File: config.mk
export PLATFORM = sky130hd
export DESIGN_NAME = execute_stage
export DESIGN_NICKNAME = d
export VERILOG_FILES = /design/src/rtl/execute_stage.sv
export SDC_FILE = /design/constraint.sdc
export NUM_CORES = 1
export LEC_CHECK = 0
export BUFFER_PORTS_ARGS = -buffer_cell sky130_fd_sc_hd__buf_4
export CAP_MARGIN = 5
export CORE_MARGIN = 2
export CORE_UTILIZATION = 40
export DETAILED_ROUTE_END_ITERATION = 8
export GPL_TIMING_DRIVEN = 0
export HOLD_SLACK_MARGIN = 0.08
export PLACE_DENSITY = 0.6
export SLEW_MARGIN = 20
export SYNTH_ARGS = -nofsm -noshare
export SYNTH_HDL_FRONTEND = slang
export SYNTH_SLANG_ARGS = --single-unit
File: constraint.sdc
create_clock -name clk -period 5.95 [get_ports clk]
set_input_delay 1.19 -clock clk [delete_from_list [all_inputs] [get_ports clk]]
set_output_delay 1.19 -clock clk [all_outputs]
set_load 0.03 [all_outputs]
File: src/rtl/execute_stage.sv
// -----------------------------------------------------------------------------
// execute_stage
//
// Execute stage of the RV32I five-stage pipeline. Selects forwarded
// operands, runs the ALU and latches the result, the store data and the
// memory/write-back control bits into the EX/MEM pipeline register.
//
// Ports
//   clk                    rising-edge clock
//   rst_n                  asynchronous active-low reset, clears every output
//   alu_controller  [3:0]  ALU operation code
//   rs1_data       [31:0]  ID/EX rs1 value
//   rs2_data       [31:0]  ID/EX rs2 value
//   immediate      [31:0]  ID/EX sign-extended immediate
//   pc             [31:0]  ID/EX program counter
//   operand_a_selector     0 = forwarded rs1, 1 = pc
//   operand_b_selector     0 = forwarded rs2, 1 = immediate
//   forward_a/_b    [1:0]  00/11 = register file, 01 = EX/MEM result,
//                          10 = MEM/WB write-back value
//   write_back_data[31:0]  MEM/WB write-back value
//   func_3          [2:0]  load/store width, passed through
//   rd_address      [4:0]  destination register
//   register_write_enable, memory_read, memory_write, instruction_valid
//                          ID/EX control bits
//   stall                  hold the EX/MEM register
//   flush                  turn the EX/MEM slot into a bubble (beats stall)
//   ex_mem_*               registered EX/MEM fields
// -----------------------------------------------------------------------------
module execute_stage #(
  parameter int DATA_WIDTH = 32
) (
  input  logic                  clk,
  input  logic                  rst_n,
  input  logic [3:0]            alu_controller,
  input  logic [DATA_WIDTH-1:0] rs1_data,
  input  logic [DATA_WIDTH-1:0] rs2_data,
  input  logic [DATA_WIDTH-1:0] immediate,
  input  logic [DATA_WIDTH-1:0] pc,
  input  logic                  operand_a_selector,
  input  logic                  operand_b_selector,
  input  logic [1:0]            forward_a,
  input  logic [1:0]            forward_b,
  input  logic [DATA_WIDTH-1:0] write_back_data,
  input  logic [2:0]            func_3,
  input  logic [4:0]            rd_address,
  input  logic                  register_write_enable,
  input  logic                  memory_read,
  input  logic                  memory_write,
  input  logic                  instruction_valid,
  input  logic                  stall,
  input  logic                  flush,
  output logic [DATA_WIDTH-1:0] ex_mem_alu_result,
  output logic [DATA_WIDTH-1:0] ex_mem_store_data,
  output logic [2:0]            ex_mem_func_3,
  output logic [4:0]            ex_mem_rd_address,
  output logic                  ex_mem_register_write,
  output logic                  ex_mem_memory_read,
  output logic                  ex_mem_memory_write,
  output logic                  ex_mem_valid
);

  // ALU operation codes
  localparam logic [3:0] ALU_ADD    = 4'b0000;
  localparam logic [3:0] ALU_SUB    = 4'b1000;
  localparam logic [3:0] ALU_SLL    = 4'b1010;
  localparam logic [3:0] ALU_SLT    = 4'b1110;
  localparam logic [3:0] ALU_SLTU   = 4'b0001;
  localparam logic [3:0] ALU_XOR    = 4'b0010;
  localparam logic [3:0] ALU_SRL    = 4'b0110;
  localparam logic [3:0] ALU_SRA    = 4'b1001;
  localparam logic [3:0] ALU_OR     = 4'b1100;
  localparam logic [3:0] ALU_AND    = 4'b0100;
  localparam logic [3:0] ALU_PASS_B = 4'b1111;

  // Forwarding select encodings
  localparam logic [1:0] FWD_EX_MEM = 2'b01;
  localparam logic [1:0] FWD_MEM_WB = 2'b10;

  // EX/MEM pipeline register
  logic [DATA_WIDTH-1:0] alu_result_reg;
  logic [DATA_WIDTH-1:0] store_data_reg;
  logic [2:0]            func_3_reg;
  logic [4:0]            rd_address_reg;
  logic                  register_write_reg;
  logic                  memory_read_reg;
  logic                  memory_write_reg;
  logic                  valid_reg;

  // Combinational datapath
  logic [DATA_WIDTH-1:0] forwarded_a;
  logic [DATA_WIDTH-1:0] forwarded_b;
  logic [DATA_WIDTH-1:0] operand_a;
  logic [DATA_WIDTH-1:0] operand_b;
  logic [4:0]            shift_amount;
  logic [DATA_WIDTH-1:0] alu_result_next;

  // ---------------------------------------------------------------------------
  // Forwarding. Select 01 reads our own EX/MEM result register; while the
  // register is stalled it still holds the producing instruction's result,
  // so a dependent instruction sitting in EX sees a consistent value.
  // ---------------------------------------------------------------------------
  always_comb begin
    forwarded_a = rs1_data;
    case (forward_a)
      FWD_EX_MEM: forwarded_a = alu_result_reg;
      FWD_MEM_WB: forwarded_a = write_back_data;
      default:    forwarded_a = rs1_data;
    endcase
  end

  always_comb begin
    forwarded_b = rs2_data;
    case (forward_b)
      FWD_EX_MEM: forwarded_b = alu_result_reg;
      FWD_MEM_WB: forwarded_b = write_back_data;
      default:    forwarded_b = rs2_data;
    endcase
  end

  assign operand_a    = operand_a_selector ? pc : forwarded_a;
  assign operand_b    = operand_b_selector ? immediate : forwarded_b;
  assign shift_amount = operand_b[4:0];

  // ---------------------------------------------------------------------------
  // ALU. All arithmetic wraps; undefined codes produce zero.
  // ---------------------------------------------------------------------------
  always_comb begin
    alu_result_next = '0;
    case (alu_controller)
      ALU_ADD:    alu_result_next = operand_a + operand_b;
      ALU_SUB:    alu_result_next = operand_a - operand_b;
      ALU_SLL:    alu_result_next = operand_a << shift_amount;
      ALU_SLT:    alu_result_next = {{(DATA_WIDTH-1){1'b0}},
                                     ($signed(operand_a) < $signed(operand_b))};
      ALU_SLTU:   alu_result_next = {{(DATA_WIDTH-1){1'b0}},
                                     (operand_a < operand_b)};
      ALU_XOR:    alu_result_next = operand_a ^ operand_b;
      ALU_SRL:    alu_result_next = operand_a >> shift_amount;
      ALU_SRA:    alu_result_next = DATA_WIDTH'($signed(operand_a) >>> shift_amount);
      ALU_OR:     alu_result_next = operand_a | operand_b;
      ALU_AND:    alu_result_next = operand_a & operand_b;
      ALU_PASS_B: alu_result_next = operand_b;
      default:    alu_result_next = '0;
    endcase
  end

  // ---------------------------------------------------------------------------
  // EX/MEM register. flush > stall > capture. On flush the data fields are
  // still loaded (they are don't-care in a bubble) and only the control bits
  // are forced low, which keeps the data enables simple.
  // ---------------------------------------------------------------------------
  always_ff @(posedge clk or negedge rst_n) begin
    if (!rst_n) begin
      alu_result_reg     <= '0;
      store_data_reg     <= '0;
      func_3_reg         <= '0;
      rd_address_reg     <= '0;
      register_write_reg <= 1'b0;
      memory_read_reg    <= 1'b0;
      memory_write_reg   <= 1'b0;
      valid_reg          <= 1'b0;
    end else if (flush || !stall) begin
      alu_result_reg     <= alu_result_next;
      store_data_reg     <= forwarded_b;
      func_3_reg         <= func_3;
      rd_address_reg     <= rd_address;
      // A non-valid slot is a bubble regardless of its decoded controls.
      register_write_reg <= !flush && instruction_valid && register_write_enable;
      memory_read_reg    <= !flush && instruction_valid && memory_read;
      memory_write_reg   <= !flush && instruction_valid && memory_write;
      valid_reg          <= !flush && instruction_valid;
    end
  end

  assign ex_mem_alu_result     = alu_result_reg;
  assign ex_mem_store_data     = store_data_reg;
  assign ex_mem_func_3         = func_3_reg;
  assign ex_mem_rd_address     = rd_address_reg;
  assign ex_mem_register_write = register_write_reg;
  assign ex_mem_memory_read    = memory_read_reg;
  assign ex_mem_memory_write   = memory_write_reg;
  assign ex_mem_valid          = valid_reg;

endmodule

== After elaboration in Yosys (flattened, before gate mapping) ==
Cells that the tools add are included.
Storage, ports and cells
  bits in registers: 76
  output and inout port bits: 76
  logic and storage cells: 45
Cells by class
  reductions and logical operators: 8
  bitwise operators: 3
  equal/unequal tests: 14
  order comparisons: 2
  add/sub/neg operators: 2
  shifts and indexed selects: 3
  mux-type cells: 5
Operators with widths (number)
  32-bit one-hot mux with 11 select lines: 1
  32-bit one-hot mux with 2 select lines: 2
  32-bit < comparator: 2
  32-bit 2-to-1 mux: 2
  32-bit adder: 1
  32-bit bitwise AND: 1
  32-bit OR: 1
  32-bit by 5-bit left shift with 32-bit output: 1
  32-bit by 5-bit right shift with 32-bit output: 1
  32-bit by 5-bit >>> shifter with 32-bit output: 1
  32-bit subtractor: 1
  32-bit XOR: 1
  4-bit equality test, second input constant: 6
  4-bit by 3-bit equality test with 1-bit output, second input constant: 2
  2-bit by 1-bit equality test with 1-bit output, second input constant: 2
  2-bit equality test, second input constant: 2
  4-bit by 1-bit equality test with 1-bit output, second input constant: 1
  4-bit by 2-bit equality test with 1-bit output, second input constant: 1
  1-bit logical AND: 4
  4-bit logical NOT: 1
  1-bit logical NOT: 2
  1-bit logical OR: 1

== Logic depth before layout (Yosys ltp) ==
  depth after elaboration: 5
  mapped depth: 22

== Least setup slack after synthesis ==
OpenSTA, ideal clock, no wires.
  path kind: input to register
  start: in forward_b[0]
  end: reg alu_result_reg[31], in the netlist ex_mem_alu_result[31]
  arrival: 5339 ps
  path buffers: 4
  path slack: 485 ps
  required time: 5824 ps
  stages: 19
  cells stage by stage: inv_1 > ha_1 > buf_4 > a221oi_1 > o31a_1 > buf_2 > buf_2 > buf_1 > ha_1 > nor2b_1 > o311ai_1 > a31o_2 > o221ai_2 > and4_1 > o21ai_1 > o31ai_1 > mux2i_1 > o2111ai_1 > a221o_1
On the way
  longest elaborated chain between the ends: 5
Ends and longest elaborated chain
  from (decl): line 42  | input logic [1:0] forward_b,
  2-bit equality test or 2-bit by 1-bit equality test with 1-bit output (tied branches): line 113  | case (forward_b)
  32-bit one-hot mux with 2 select lines (*): line 113
  32-bit 2-to-1 mux (*): line 121  | assign operand_b = operand_b_selector ? immediate : forwarded_b;
  32-bit subtractor (tied with other cells): line 131  | ALU_SUB: alu_result_next = operand_a - operand_b;
  32-bit one-hot mux with 11 select lines (*): line 129  | case (alu_controller)
  to (signal assigned): line 163  | alu_result_reg <= alu_result_next;
  to (decl): line 80  | logic [DATA_WIDTH-1:0] alu_result_reg;
Every way passes the cells marked *; elsewhere a longest branch is shown, timed or not.
A chain may end at the register's enable or synchronous reset.

== Worst setup path in the final report ==
Ends and elaborated chain as after synthesis.

==> flow_results.org <==
** Critical path
- Max incr delay on CP :: between 0.5 and 0.6 ns
- CP Max Fanout :: 20
- STA classifies the critical path endpoint as a flop.
- The worst setup path is launched from a primary input.
- The slowest stage of the critical path is the sky130_fd_sc_hd__buf_2 cell.
- Critical Path AT :: around 6.3 ns
- R2r startpoint :: ex_mem_alu_result[3]
- Traced cell by cell, the critical path runs through buf_4, inv_1, ha_1, buf_4, nor2b_1, o31a_2, inv_1, buf_2, buf_2, ha_1, o311ai_2, a31o_2, o221ai_4, and4_1, o21ai_2, o31ai_4, mux2i_1, o2111ai_1, a221o_1.
- Crit path required time :: between 6 and 7 ns
- The worst register-to-register path has a setup slack of around 0.65 ns.
- Capturing point of the worst reg2reg path :: ex_mem_alu_result[31]
- The number of cells on the worst reg-to-reg path is 15.
- Class of the most critical setup path :: in -> reg

** Synthesis
- Of the post-synthesis cell area, the part taken by muxes is 0.0690.
- Share of synthesized flip-flops with an asynchronous set or reset :: 1.00
- Of the post-synthesis cell area, the dominant cell type holds 0.139.
- Most area-hungry cell type in the Yosys netlist :: sky130_fd_sc_hd__dfrtp_1
- In this run, synthesis inferred 0 flip-flops with an integrated enable.
- By instance count, the leading cell after synthesis is sky130_fd_sc_hd__nand2_1.
- The synthesized design contains 76 register bits.
- Averaged over all synthesized cells, the footprint is 7.00 sq um.
- Count of distinct cell types in the synthesized netlist :: 87
- By area the synthesized netlist is led by sky130_fd_sc_hd__dfrtp_1 14%, sky130_fd_sc_hd__ha_1 9.9%, sky130_fd_sc_hd__o21ai_0 7.3%, sky130_fd_sc_hd__nand2_1 6.8%, sky130_fd_sc_hd__mux2i_1 5.6%.
- Fraction of synthesized cell area in xor and xnor cells :: 0.0154
- Simple-gate portion of the synthesized area :: 0.194
- Of the total synthesized cell area, the portion taken by full adders, half adders and majority gates is 0.102.
- Commonest cells post-synth :: 248 x sky130_fd_sc_hd__nand2_1, 198 x sky130_fd_sc_hd__o21ai_0, 180 x sky130_fd_sc_hd__nor2_1, 139 x sky130_fd_sc_hd__a21oi_1, 125 x sky130_fd_sc_hd__inv_1
- Synthesis Warnings :: 0
- In the synthesized netlist the dominant register cell turns out to be sky130_fd_sc_hd__dfrtp_1.
- Largest family of logic cells by synthesized area :: compound AO/OA/AOI/OAI gates
- The synthesized-area fraction occupied by ao, oa, aoi and oai cells came to 0.393.
- Cell area after technology mapping :: 13600 sq um
- Register area share after synthesis :: 0.139
- Synthesis produced a netlist whose cell count is about 2.0k.
- Counting every net in the synthesized netlist gives 2246.

** Power
- The analysis attributes to cell leakage a power of ~7.5 nW.
- Worst ir drop on vdd :: approximately 0.15 mV
- Dividing total power by cell area gives a power density of about 260 nW/um^2.

** Floorplan
- Pin placement for this block handled about 260 I/O pins.
- The region available for standard cell placement spans 33500 sq um.
- Number of placement rows :: 67
- The die is between 150 and 200 microns wide.
- For this configuration, the core starts out at a cell density of 0.407.
- The die covers between 30000 and 40000 sq um.
- Die Height :: between 150 and 200 microns

** STA
- In the finished design, the share of the clock period the worst path needs comes to 1.02.
- The number of failing hold endpoints at the final stage is 0.
- In this run the tightest slew margin relative to its limit is 0.203.
- Setup Viol. Count Final :: 3
- For the pin with the worst max-slew slack, the measured transition is 1.19 ns.
- Layout Skew :: around 0.016 ns
- Once routing completed, OpenROAD measured the worst setup slack at -0.135 ns.
- Fmax :: around 160 MHz
- Number of pins exceeding their max-slew limit in the final report :: 0
- Time the final worst path needs with I/O delays and setup :: around 6.1 ns

** Min path
- The startpoint identified for the worst hold timing path is ex_mem_rd_address[2].
- Along the worst hold path, the cell count comes to 2.
- The worst hold path terminates at ex_mem_rd_address[2].
- Path class of the lowest-slack min-delay path :: reg -> reg

** Drt
- Residual DRC count :: 0
- Highest signal layer in the routed design :: met5
- After detailed routing, the number of vias per cell comes to just over 7.
- In the detailed route, the total length drawn on met2 is 38000 microns.
- Met3 wire len :: between 10000 and 15000 microns
- The first detailed-routing pass ran for 7 iterations.
- Number of nets still failing antenna checks after routing :: 0
- The final route contains between 15k and 20k vias.
- Wirelength, routed :: 90300 microns
- For this block, the initial DRC count from the detailed router was slightly below 3k.
- In the final routed layout, each cell accounts on average for around 34 microns.
- Met1 layer wirelength in the final routing :: approximately 30000 microns

** Placement
- Placer congestion estimate :: between 1 and 1.5
- Instance area after placement :: ~16000 sq um
- The wire-length estimate of the detail-placed layout is ~73000 microns.
- I/O Buffers :: about 260
- Including well taps, the total number of placed cells is between 2k and 3k.

** Final layout
- After filler insertion, the fill cell instance count of the layout stands at 3418.
- At the end of the flow the core is filled with cells to 0.503.
- Sequential Area :: roughly 1900 sq um
- Summing all multi-input logic gate instances after layout gives 10800 sq um.
- For this run, the post-layout net count is between 2k and 3k.
- Summing all non-filler instances in the final layout gives an area of 16900 sq um.
- Excluding fillers, the count of instances in the completed layout stands at approximately 2.7k.
- Compared with the post-synthesis result, the final layout area differs by 23.7%.
- In the final layout, the share of cells above drive strength 1 is 0.205.

** Global routing
- Final global-route overflow total :: 0
- Number of global-route vias before repair :: 17.6k
- Entering global routing, the biggest net connects 77 pins.
- Wire length of the first global-routing pass :: roughly 130000 microns
- Number of antenna violations at the first check in global routing :: 4
- Overall fraction of global-route tracks in use :: 0.487

** Run status
- The run finished, with violations left.
- Violated checks :: setup timing

** Clocking
- Clk pin slew, worst setup/hold paths :: approximately 0.070 ns
- Number of buffers added by the clock tree synthesis step :: 9
- Counting along the longest clock path gives a buffer depth of 2.
- Worst-skew pair later-pin latency :: 0.37 ns
- The root buffer cell chosen for the clock tree is sky130_fd_sc_hd__clkbuf_16.
- TritonCTS built the clock tree.
- Clock sink total :: 76
- CTS built an H-tree with a depth of 3.

** Job
- Max-Cap Viols :: 0
[metal layers]
metal  GRT usage  vias to the layer above
met5           0                        -
met4       0.395                        2
met3       0.149                      534
met2       0.749                     1838
met1       0.560                     8789
li1            -                     7777
[power by group]
part	leakage [nW]	internal [W]	switching, W
logic	6.39	0.000939	0.00204
clock network	0.160	0.000376	0.000270
registers	0.962	0.000596	0.000122
[worst max-delay path: cells and delay by family]
| family | cells | cell delay, ns |
|---|---|---|
| buffers and inverters | 6 | 1.27 |
| AO/OA/AOI/OAI | 8 | 2.29 |
| multiplexers | 1 | 0.33 |
| adder cells (fa/ha/maj) | 2 | 0.73 |
| AND/OR/NAND/NOR | 2 | 0.49 |
[layout by cell type (no fill, tap or decap), drive strengths merged, types with 8 or more instances in the layout]
cell and n:
o22ai 18, a221o 47, a2111oi 8, mux2 12, nand2 248, a31oi 22, nand4 10, nor2b 43
nand3 18, o21ai 214, a22o 9, o211ai 42, nor3 34, a22oi 49, buf 333, a21oi 143
o31ai 19, ha 108, and2 8, xnor2 21, o21a 8, dfrtp 76, o221ai 23, clkbuf 98
a21o 10, o2111ai 11, inv 132, nor2 181, a211oi 23, a221oi 61, a32oi 8, mux2i 77
nand2b 26
[sequential cells by signal, summed over array words and instances, names as in the netlist]
signal / count
ex_mem_memory_write: 1
ex_mem_rd_address: 5
ex_mem_valid: 1
ex_mem_store_data: 32
ex_mem_memory_read: 1
ex_mem_register_write: 1
ex_mem_alu_result: 32
ex_mem_func_3: 3
[stage by stage]
step                hold slack, ns  worst slack, ns  power, W  TNS (ns)
floorplan                    0.645            0.485   0.00234         0
global placement             0.453            -1.72   0.00345    -24.69
detailed placement           0.464            -1.71   0.00345    -24.16
CTS                          0.478         0.000568   0.00411         0
global route                 0.503          -0.0605   0.00444    -0.137
finish                       0.476           -0.135   0.00434    -0.222
[worst max-delay path by stage]
stage	from	endpoint	slack [ns]	cells after the start
6_report	forward_b[0]	ex_mem_alu_result[31]	-0.13	19
3_5_place_dp	forward_b[0]	ex_mem_alu_result[31]	-1.71	20
3_3_place_gp	forward_b[0]	ex_mem_alu_result[31]	-1.72	20
2_1_floorplan	forward_b[0]	ex_mem_alu_result[31]	0.49	19
5_1_grt	forward_b[0]	ex_mem_alu_result[0]	-0.06	20
4_1_cts	forward_b[0]	ex_mem_alu_result[30]	0.0006	20
[timing repair]
item | 4_1_cts | 5_1_grt
pin swaps | 2 | 9
endpoints found under the setup margin | 27 | 14
endpoints found under the hold margin | 0 | 0
resized for setup | 45 | 49
buffers inserted | 2 | 6
hold buffers | 0 | 0
[kinds of logic after synthesis]
kind of cell / Yosys count
adders and majority gates: 110
and+or+nand+nor: 599
AOI/OAI and AO/OA: 765
buffers and inverters: 286
muxes: 90
DFF: 76
xor gates and xnor gates: 24
[final cells by class]
class	instances	area share
buffer	141	0.0419
inverter	132	0.0298
clock inverter	7	0.00638
antenna	2	0.000297
clock buffer	9	0.0133
tap	448	0.0332
timing repair buffer	281	0.125
sequential	76	0.113
multi-input combinational	1588	0.637
(Power assumes the default switching activity.)
